**src/rtl/mcpu_mio_bridge_if.sv**
```systemverilog
// CPU-side request/ready bus between the MCPU core and the memory/IO bridge.
// The bridge holds no request queue: the CPU keeps CPU_MIO high until MIO_ready pulses.
interface mcpu_mio_bridge_if;
    logic        CPU_MIO;
    logic        mem_w;
    logic [31:0] addr_bus;
    logic [31:0] Data_out;
    logic        MIO_ready;
    logic [31:0] Data_in;

    modport master (
        output CPU_MIO, mem_w, addr_bus, Data_out,
        input  MIO_ready, Data_in
    );

    modport slave (
        input  CPU_MIO, mem_w, addr_bus, Data_out,
        output MIO_ready, Data_in
    );
endinterface

```
**src/rtl/mcpu_mio_bridge.sv**
```systemverilog
// MCPU memory/IO bridge: RAM, LED and switch decode; 1 cycle (RAM read RAM_WAIT+1) to MIO_ready,
// CPU is stalled by holding MIO_ready low. Optional free-running timer at 0xF000_0004 via MIO_TIMER_EN.
module mcpu_mio_bridge #(
    parameter int RAM_WAIT = 1,
    parameter int RAM_AW   = 10
) (
    input  logic              clk,
    input  logic              reset_n,
    mcpu_mio_bridge_if.slave  bus,
    output logic              ram_we,
    output logic [RAM_AW-1:0] ram_addr,
    output logic [31:0]       ram_din,
    input  logic [31:0]       ram_dout,
    input  logic [15:0]       sw_in,
    output logic [15:0]       led_out,
    output logic              bus_err
);

    typedef enum logic [1:0] {IDLE, RWAIT, DONE} state_e;

    localparam logic [3:0] WAIT_LAST = 4'(RAM_WAIT - 1);

    state_e              state_q, state_d;
    logic [3:0]          wait_q, wait_d;
    logic                we_q, we_d;
    logic [RAM_AW-1:0]   addr_q, addr_d;
    logic [31:0]         wdat_q, wdat_d;
    logic [31:0]         data_in_q, data_in_d;
    logic [15:0]         led_q, led_d;
    logic                err_q, err_d;

    logic hit_ram, hit_led, hit_sw;

    assign hit_ram = (bus.addr_bus[31:28] == 4'h0);
    assign hit_led = (bus.addr_bus == 32'hE000_0000);
    assign hit_sw  = (bus.addr_bus == 32'hF000_0000);

`ifdef MIO_TIMER_EN
    logic [31:0] timer_q, timer_d;
    logic        hit_tmr;

    assign hit_tmr = (bus.addr_bus == 32'hF000_0004);
`endif

    always_ff @(posedge clk or negedge reset_n) begin
        if (!reset_n) begin
            state_q   <= IDLE;
            wait_q    <= 4'd0;
            we_q      <= 1'b0;
            addr_q    <= '0;
            wdat_q    <= 32'd0;
            data_in_q <= 32'd0;
            led_q     <= 16'd0;
            err_q     <= 1'b0;
        end else begin
            state_q   <= state_d;
            wait_q    <= wait_d;
            we_q      <= we_d;
            addr_q    <= addr_d;
            wdat_q    <= wdat_d;
            data_in_q <= data_in_d;
            led_q     <= led_d;
            err_q     <= err_d;
        end
    end

`ifdef MIO_TIMER_EN
    always_ff @(posedge clk or negedge reset_n) begin
        if (!reset_n) timer_q <= 32'd0;
        else          timer_q <= timer_d;
    end
`endif

    always_comb begin
        state_d   = state_q;
        wait_d    = wait_q;
        we_d      = we_q;
        addr_d    = addr_q;
        wdat_d    = wdat_q;
        data_in_d = data_in_q;
        led_d     = led_q;
        err_d     = err_q;
        ram_we    = 1'b0;
        ram_addr  = addr_q;
        ram_din   = wdat_q;
`ifdef MIO_TIMER_EN
        timer_d   = timer_q + 32'd1;
`endif

        case (state_q)
            IDLE: begin
                // RAM writes complete in the accepting cycle, so the RAM sees the live bus here.
                ram_addr = bus.addr_bus[RAM_AW+1:2];
                ram_din  = bus.Data_out;
                if (bus.CPU_MIO) begin
                    we_d    = bus.mem_w;
                    addr_d  = bus.addr_bus[RAM_AW+1:2];
                    wdat_d  = bus.Data_out;
                    wait_d  = 4'd0;
                    state_d = DONE;
                    if (hit_ram) begin
                        if (bus.mem_w) ram_we  = reset_n;
                        else           state_d = RWAIT;
                    end else if (hit_led) begin
                        if (bus.mem_w) led_d     = bus.Data_out[15:0];
                        else           data_in_d = {16'd0, led_q};
                    end else if (hit_sw) begin
                        if (!bus.mem_w) data_in_d = {16'd0, sw_in};
                    end
`ifdef MIO_TIMER_EN
                    else if (hit_tmr) begin
                        if (bus.mem_w) timer_d   = bus.Data_out;
                        else           data_in_d = timer_q;
                    end
`endif
                    else begin
                        err_d = 1'b1;
                        if (!bus.mem_w) data_in_d = 32'd0;
                    end
                end
            end
            RWAIT: begin
                if (wait_q == WAIT_LAST) begin
                    if (!we_q) data_in_d = ram_dout;
                    wait_d  = 4'd0;
                    state_d = DONE;
                end else begin
                    wait_d = wait_q + 4'd1;
                end
            end
            DONE:    state_d = IDLE;
            default: state_d = IDLE;
        endcase
    end

    assign bus.MIO_ready = (state_q == DONE);
    assign bus.Data_in   = data_in_q;
    assign led_out       = led_q;
    assign bus_err       = err_q;

endmodule
```
**src/flat_wrapper.sv**
```systemverilog
// flat-port wrapper written by rule: the top's interface ports become plain ports
module mcpu_mio_bridge_flat 
#(
    parameter int RAM_WAIT = 1,
    parameter int RAM_AW   = 10
)
  (clk, reset_n, ram_we, ram_addr, ram_din, ram_dout, sw_in, led_out, bus_err, bus_CPU_MIO, bus_mem_w, bus_addr_bus, bus_Data_out, bus_MIO_ready, bus_Data_in);
  mcpu_mio_bridge_if bus_i ();
  input  logic clk;
  input  logic reset_n;
  output logic ram_we;
  output logic [RAM_AW-1:0] ram_addr;
  output logic [31:0] ram_din;
  input  logic [31:0] ram_dout;
  input  logic [15:0] sw_in;
  output logic [15:0] led_out;
  output logic bus_err;
  input wire logic [$bits(bus_i.CPU_MIO)-1:0] bus_CPU_MIO;
  input wire logic [$bits(bus_i.mem_w)-1:0] bus_mem_w;
  input wire logic [$bits(bus_i.addr_bus)-1:0] bus_addr_bus;
  input wire logic [$bits(bus_i.Data_out)-1:0] bus_Data_out;
  output wire logic [$bits(bus_i.MIO_ready)-1:0] bus_MIO_ready;
  output wire logic [$bits(bus_i.Data_in)-1:0] bus_Data_in;
  assign bus_i.CPU_MIO = bus_CPU_MIO;
  assign bus_i.mem_w = bus_mem_w;
  assign bus_i.addr_bus = bus_addr_bus;
  assign bus_i.Data_out = bus_Data_out;
  assign bus_MIO_ready = bus_i.MIO_ready;
  assign bus_Data_in = bus_i.Data_in;
  mcpu_mio_bridge #(.RAM_WAIT(RAM_WAIT), .RAM_AW(RAM_AW)) u_core (.clk(clk), .reset_n(reset_n), .bus(bus_i), .ram_we(ram_we), .ram_addr(ram_addr), .ram_din(ram_din), .ram_dout(ram_dout), .sw_in(sw_in), .led_out(led_out), .bus_err(bus_err));
endmodule
```
**config.mk**
```make
export PLATFORM = sky130hd
export DESIGN_NAME = mcpu_mio_bridge_flat
export DESIGN_NICKNAME = d
export VERILOG_FILES = /design/src/rtl/mcpu_mio_bridge_if.sv /design/src/rtl/mcpu_mio_bridge.sv /design/src/flat_wrapper.sv
export SDC_FILE = /design/constraint.sdc
export NUM_CORES = 1
export LEC_CHECK = 0
export CAP_MARGIN = 15
export CORE_MARGIN = 3
export CORE_UTILIZATION = 30
export DETAILED_ROUTE_END_ITERATION = 8
export GPL_TIMING_DRIVEN = 0
export RECOVER_POWER = 25
export SYNTH_ARGS = -nofsm -noshare
export SYNTH_HDL_FRONTEND = slang
export SYNTH_SLANG_ARGS = --single-unit
```
**constraint.sdc**
```tcl
create_clock -name clk -period 4.3 [get_ports clk]
set_clock_uncertainty 0.15 [all_clocks]
set_input_delay 0.86 -clock clk [delete_from_list [all_inputs] [get_ports clk]]
set_output_delay 0.86 -clock clk [all_outputs]
set_load 0.01 [all_outputs]
```
# Yosys cells after proc, flatten, opt, wreduce, memory -nomap -nowiden
# Cells that the tools add are included.
[totals]
inputBits = 116
register_bits = 98
[classes]
eq_ne = 9
addsub = 1
bitwise_logic = 3
n_reduce_logical = 10
muxes = 24
[op_table]
columns = ["op", "count"]
rows = [
  ["32-bit two-way mux", 10],
  ["32-bit == test, second input constant", 2],
  ["32-bit case mux with 2 select lines", 1],
  ["10-bit two-way mux", 1],
  ["5-bit AND reduction", 2],
  ["4-bit logical NOT", 2],
  ["2-bit two-way mux", 4],
  ["4-bit two-way mux", 2],
  ["2-bit != test, second input constant", 4],
  ["4-bit case mux with 2 select lines", 1],
  ["2-bit AND reduction", 3],
  ["6-bit AND reduction", 1],
  ["4-bit by 1-bit adder with 4-bit output, second input constant", 1],
  ["1-bit two-way mux", 4],
  ["2-bit case mux with 2 select lines", 1],
  ["1-bit NOT", 3],
  ["2-bit by 1-bit == test with 1-bit output, second input constant", 1],
  ["2-bit == test, second input constant", 1],
  ["2-bit logical NOT", 1],
  ["2-bit by 1-bit != test with 1-bit output, second input constant", 1],
  ["2-bit nonzero test", 1],
]

# Longest topological paths before layout
[logic_depth]
depth_word = 6
ltp_mapped = 7
ltp_nobuf = 6

# Least setup slack after synthesis
# No wires, ideal clock.
[synth_path]
path_kind = "input port to output port"
startpoint = "input port bus_CPU_MIO"
endpoint = "output port ram_we"
t_required_ns = 3.290
setup_slack_ns = 1.250
arrival_time_ns = 2.040
stages = 5
n_path_buf = 3
path_cell_list = "or3b_1 buf_2 clkbuf_1 buf_2 nor3_1"
[synth_via]
elab_chain_cells = 2
[synth_lines]
columns = ["element", "line", "text"]
rows = [
  ["start, declared", "flat_wrapper.sv:18", "input wire logic [$bits(bus_i.CPU_MIO)-1:0] bus_CPU_MIO;"],
  ["1-bit two-way mux", "mcpu_mio_bridge.sv:95", "if (bus.CPU_MIO) begin"],
  ["1-bit two-way mux", "mcpu_mio_bridge.sv:90", "case (state_q)"],
  ["end, declared", "flat_wrapper.sv:11", "output logic ram_we;"],
]
# No other way between the ends.

# Worst setup path after layout
# Ends and elaborated chain as after synthesis.

==> run metrics <==
Initial DRT Pass Iterations=4; Slew headroom=-2.83%; vias in the first global route=between 4000 and 5000; power share of the clock group=between 30% and 40%; total chip power=2430 uW; largest net degree at the start of global routing=62; CP Capture Type=output port; worst hold margin=0.314 ns; delay-heaviest family, CP=buffers and inverters; Max Freq=roughly 250 MHz; Initial Util=between 30% and 40%; mapped cell area=about 0.0048 sq mm; Worst-Margin Slew=~1.5 ns; GR Overflow Total=0; Hold Vio Cnt, Final=0; # Post-CTS Setup Buffers=0; Final min period=around 4 ns; Inserted Clock Buffers=9; clock insertion delay at the later pin of the skew report=roughly 0.34 ns; R2R Path End=u_core.led_out[11]; Sw Share=approximately 26%; Comb power frac=25.0%; syn_nets=approximately 520; clk slew on worst S/H paths=0.06 ns; Main synth FF type=dfrtp_1; setup ws final=~0.32 ns; synth warn=0; Die X=roughly 130 microns; post-CTS sizing=0; Reg-to-Reg Start=u_core.state_q[1]; RSZ-0062 raised after global routing=no; GP Congestion=between 0.7 and 0.8; Clock Path Buffers=2; count of input and output buffers=just over 200; critical path class=in2out; worst-case reg-to-reg path depth=5; Detailed Route WL=14.3 mm; pre-CTS setup slack=0.0234 ns; Reg power frac=approximately 44%; vias post-DR=4012; flip-flop and latch area=0.00245 sq mm; P per Cell Area=roughly 330 mW/mm^2; hpwl dp=~12 mm; commonest non-fill, non-tap cell in the layout=clkdlybuf4s50_1; Pins Over Slew Limit=just over 60; final setup violation count=0; part of the cycle the worst path needs=92.4%; ANT nets after route=0; Worst setup SP type=primary input; 1st-iter DRT viols=~130; CP Capture Point=ram_we; die area=roughly 0.017 sq mm; FF-to-FF setup slack=between 1.5 and 2 ns; Post-CTS Hold Buffers=0; Min-Delay Path Class=reg2reg; Pint=between 1500 and 2000 uW; CTS Root Cell=clkbuf_16; Avg Inst Size Synth=roughly 12 sq um; Seq cells post-synth=98; core region area=0.0154 sq mm; WP data required=around 3.3 ns; antenna violations before repair=0; final net count=740; unique cell type count in the Yosys netlist=34; # rows=45; most frequent cells in the layout=clkdlybuf4s50_1 (206), mux2_2 (101), dfrtp_1 (98); Critical Path Fanout Max=13; Setup crit start=bus_CPU_MIO; critical path depth=6; Critical-path top delay cell=clkdlybuf4s50_1; height of the die=between 100 and 150 microns; number of synthesized flops with an enable pin=0; overall routing resource usage=between 10% and 20%; CP arrival=between 2 and 3 ns; Peak VDD IR=around 0.00029 V; clk sinks=98; Buf+Inv Stages, Crit Path=4; P_leak=0.00308 uW; failing checks=capacitance limit, slew limit; Seq/Total Area, Yosys=between 50% and 60%; fill count=between 1000 and 1500; run status=finished, violations left; Cells after Synth=between 400 and 500; CTS tree=built; global-route wire length before repair=23.4 mm; Vias per Instance=approximately 4.8; multi-input logic area=around 0.0022 sq mm; Max-Cap Viols=1; drt wl/cell=17.1 microns; CTS H-Tree Depth=3; layout cells sized above 1=between 20% and 30%; Ports=~210; Max stage delay on crit path=approximately 0.58 ns; Switching Power=roughly 620 uW; Area Growth Syn to Fin=54.8%; crit path cell chain=clkdlybuf4s50_1, or3b_1, buf_2, buf_2, nor3_1, clkdlybuf4s50_1; DRC=0; Diodes inserted=0; fraction of registers with async set/reset=100%
## metrics by stage
stage | std cells | TNS, ns | util, % | cell area [sq um]
global placement | 822 | -159.73 | 46.2 | 7100
global route | 838 | 0 | 47.9 | 7370
finish | 838 | 0 | 47.9 | 7370
floorplan | 404 | 0 | - | 4760
detailed placement | 823 | 0 | 46.3 | 7120
CTS | 839 | 0 | 48.1 | 7400
## cells in the mapped netlist, types with 3 or more instances
| cell type | count | area share, % |
|---|---|---|
| mux2_2 | 101 | 24 |
| dfrtp_1 | 98 | 52 |
| nand2_1 | 37 | 2.9 |
| a21oi_1 | 33 | 3.5 |
| nor2_1 | 19 | 1.5 |
| nand3_1 | 17 | 1.8 |
| or4_1 | 17 | 2.7 |
| clkbuf_1 | 16 | 1.3 |
| mux2i_1 | 16 | 3.4 |
| buf_2 | 8 | 0.84 |
| nor4_1 | 6 | 0.79 |
| o21ai_0 | 6 | 0.63 |
| inv_1 | 4 | 0.32 |
| nor3_1 | 3 | 0.32 |
## power by group through the flow
stage          logic [uW]  registers, uW  clock network (uW)
2_1_floorplan         244           1090                   0
3_3_place_gp          607           1080                   0
3_5_place_dp          617           1090                   0
4_1_cts               622           1070                 779
5_1_grt               657           1080                 813
6_report              607           1070                 748
## flip-flops by register name (all words and copies together), names as in the netlist
register,flops
u_core.bus_err,1
u_core.led_out,16
u_core.wdat_q,32
u_core.addr_q,10
u_core.state_q,2
u_core.we_q,1
u_core.bus.Data_in,32
u_core.wait_q,4
## worst reg2reg max path: cells and delay by family, from the launching register on
kind | cells | cell delay [ns]
flip-flops | 1 | 0.46
multiplexers | 1 | 0.34
AND/OR/NAND/NOR | 2 | 1.02
buffers and inverters | 2 | 0.48
## worst min path at each step
stage | from | to | depth (start not counted)
after floorplan | u_core.wait_q[2] | u_core.wait_q[2] | 1
after global placement | u_core.bus.Data_in[16] | u_core.bus.Data_in[16] | 2
after detailed placement | u_core.bus_err | u_core.bus_err | 1
after CTS | u_core.bus.Data_in[16] | u_core.bus.Data_in[16] | 2
after global routing | reset_n | u_core.bus.Data_in[19] | 1
final | u_core.bus.Data_in[29] | u_core.bus.Data_in[29] | 2
## final cells by class
cell class | instances | share of cell area [%]
flip-flops and latches | 98 | 33.3
multi-input cells | 276 | 29.6
repair buffers | 208 | 28.1
well taps | 211 | 3.58
clock buffers | 12 | 3.34
plain buffers | 25 | 1.51
clock inverters | 4 | 0.374
inverters | 4 | 0.204
## logic make-up (layout without fill, tap and decap cells)
logic type | after synthesis | in the layout | share of synthesized area, %
adders and majority gates | 2 | 2 | 0.526
buffers and inverters | 30 | 253 | 2.73
DFF | 98 | 98 | 51.5
AOI/OAI and AO/OA | 46 | 46 | 5.49
and+or+nand+nor | 111 | 111 | 12.5
muxes | 117 | 117 | 27.3
## metal layers
layer  wire, microns  GRT usage, %  vias to the layer above
met2            7170          29.0                      127
met5               0             0                        -
met1            5920          19.4                     1974
li1                -             -                     1895
met3            1040          5.88                       16
met4             226          4.96                        0
Power figures use the tool's default switching activity.
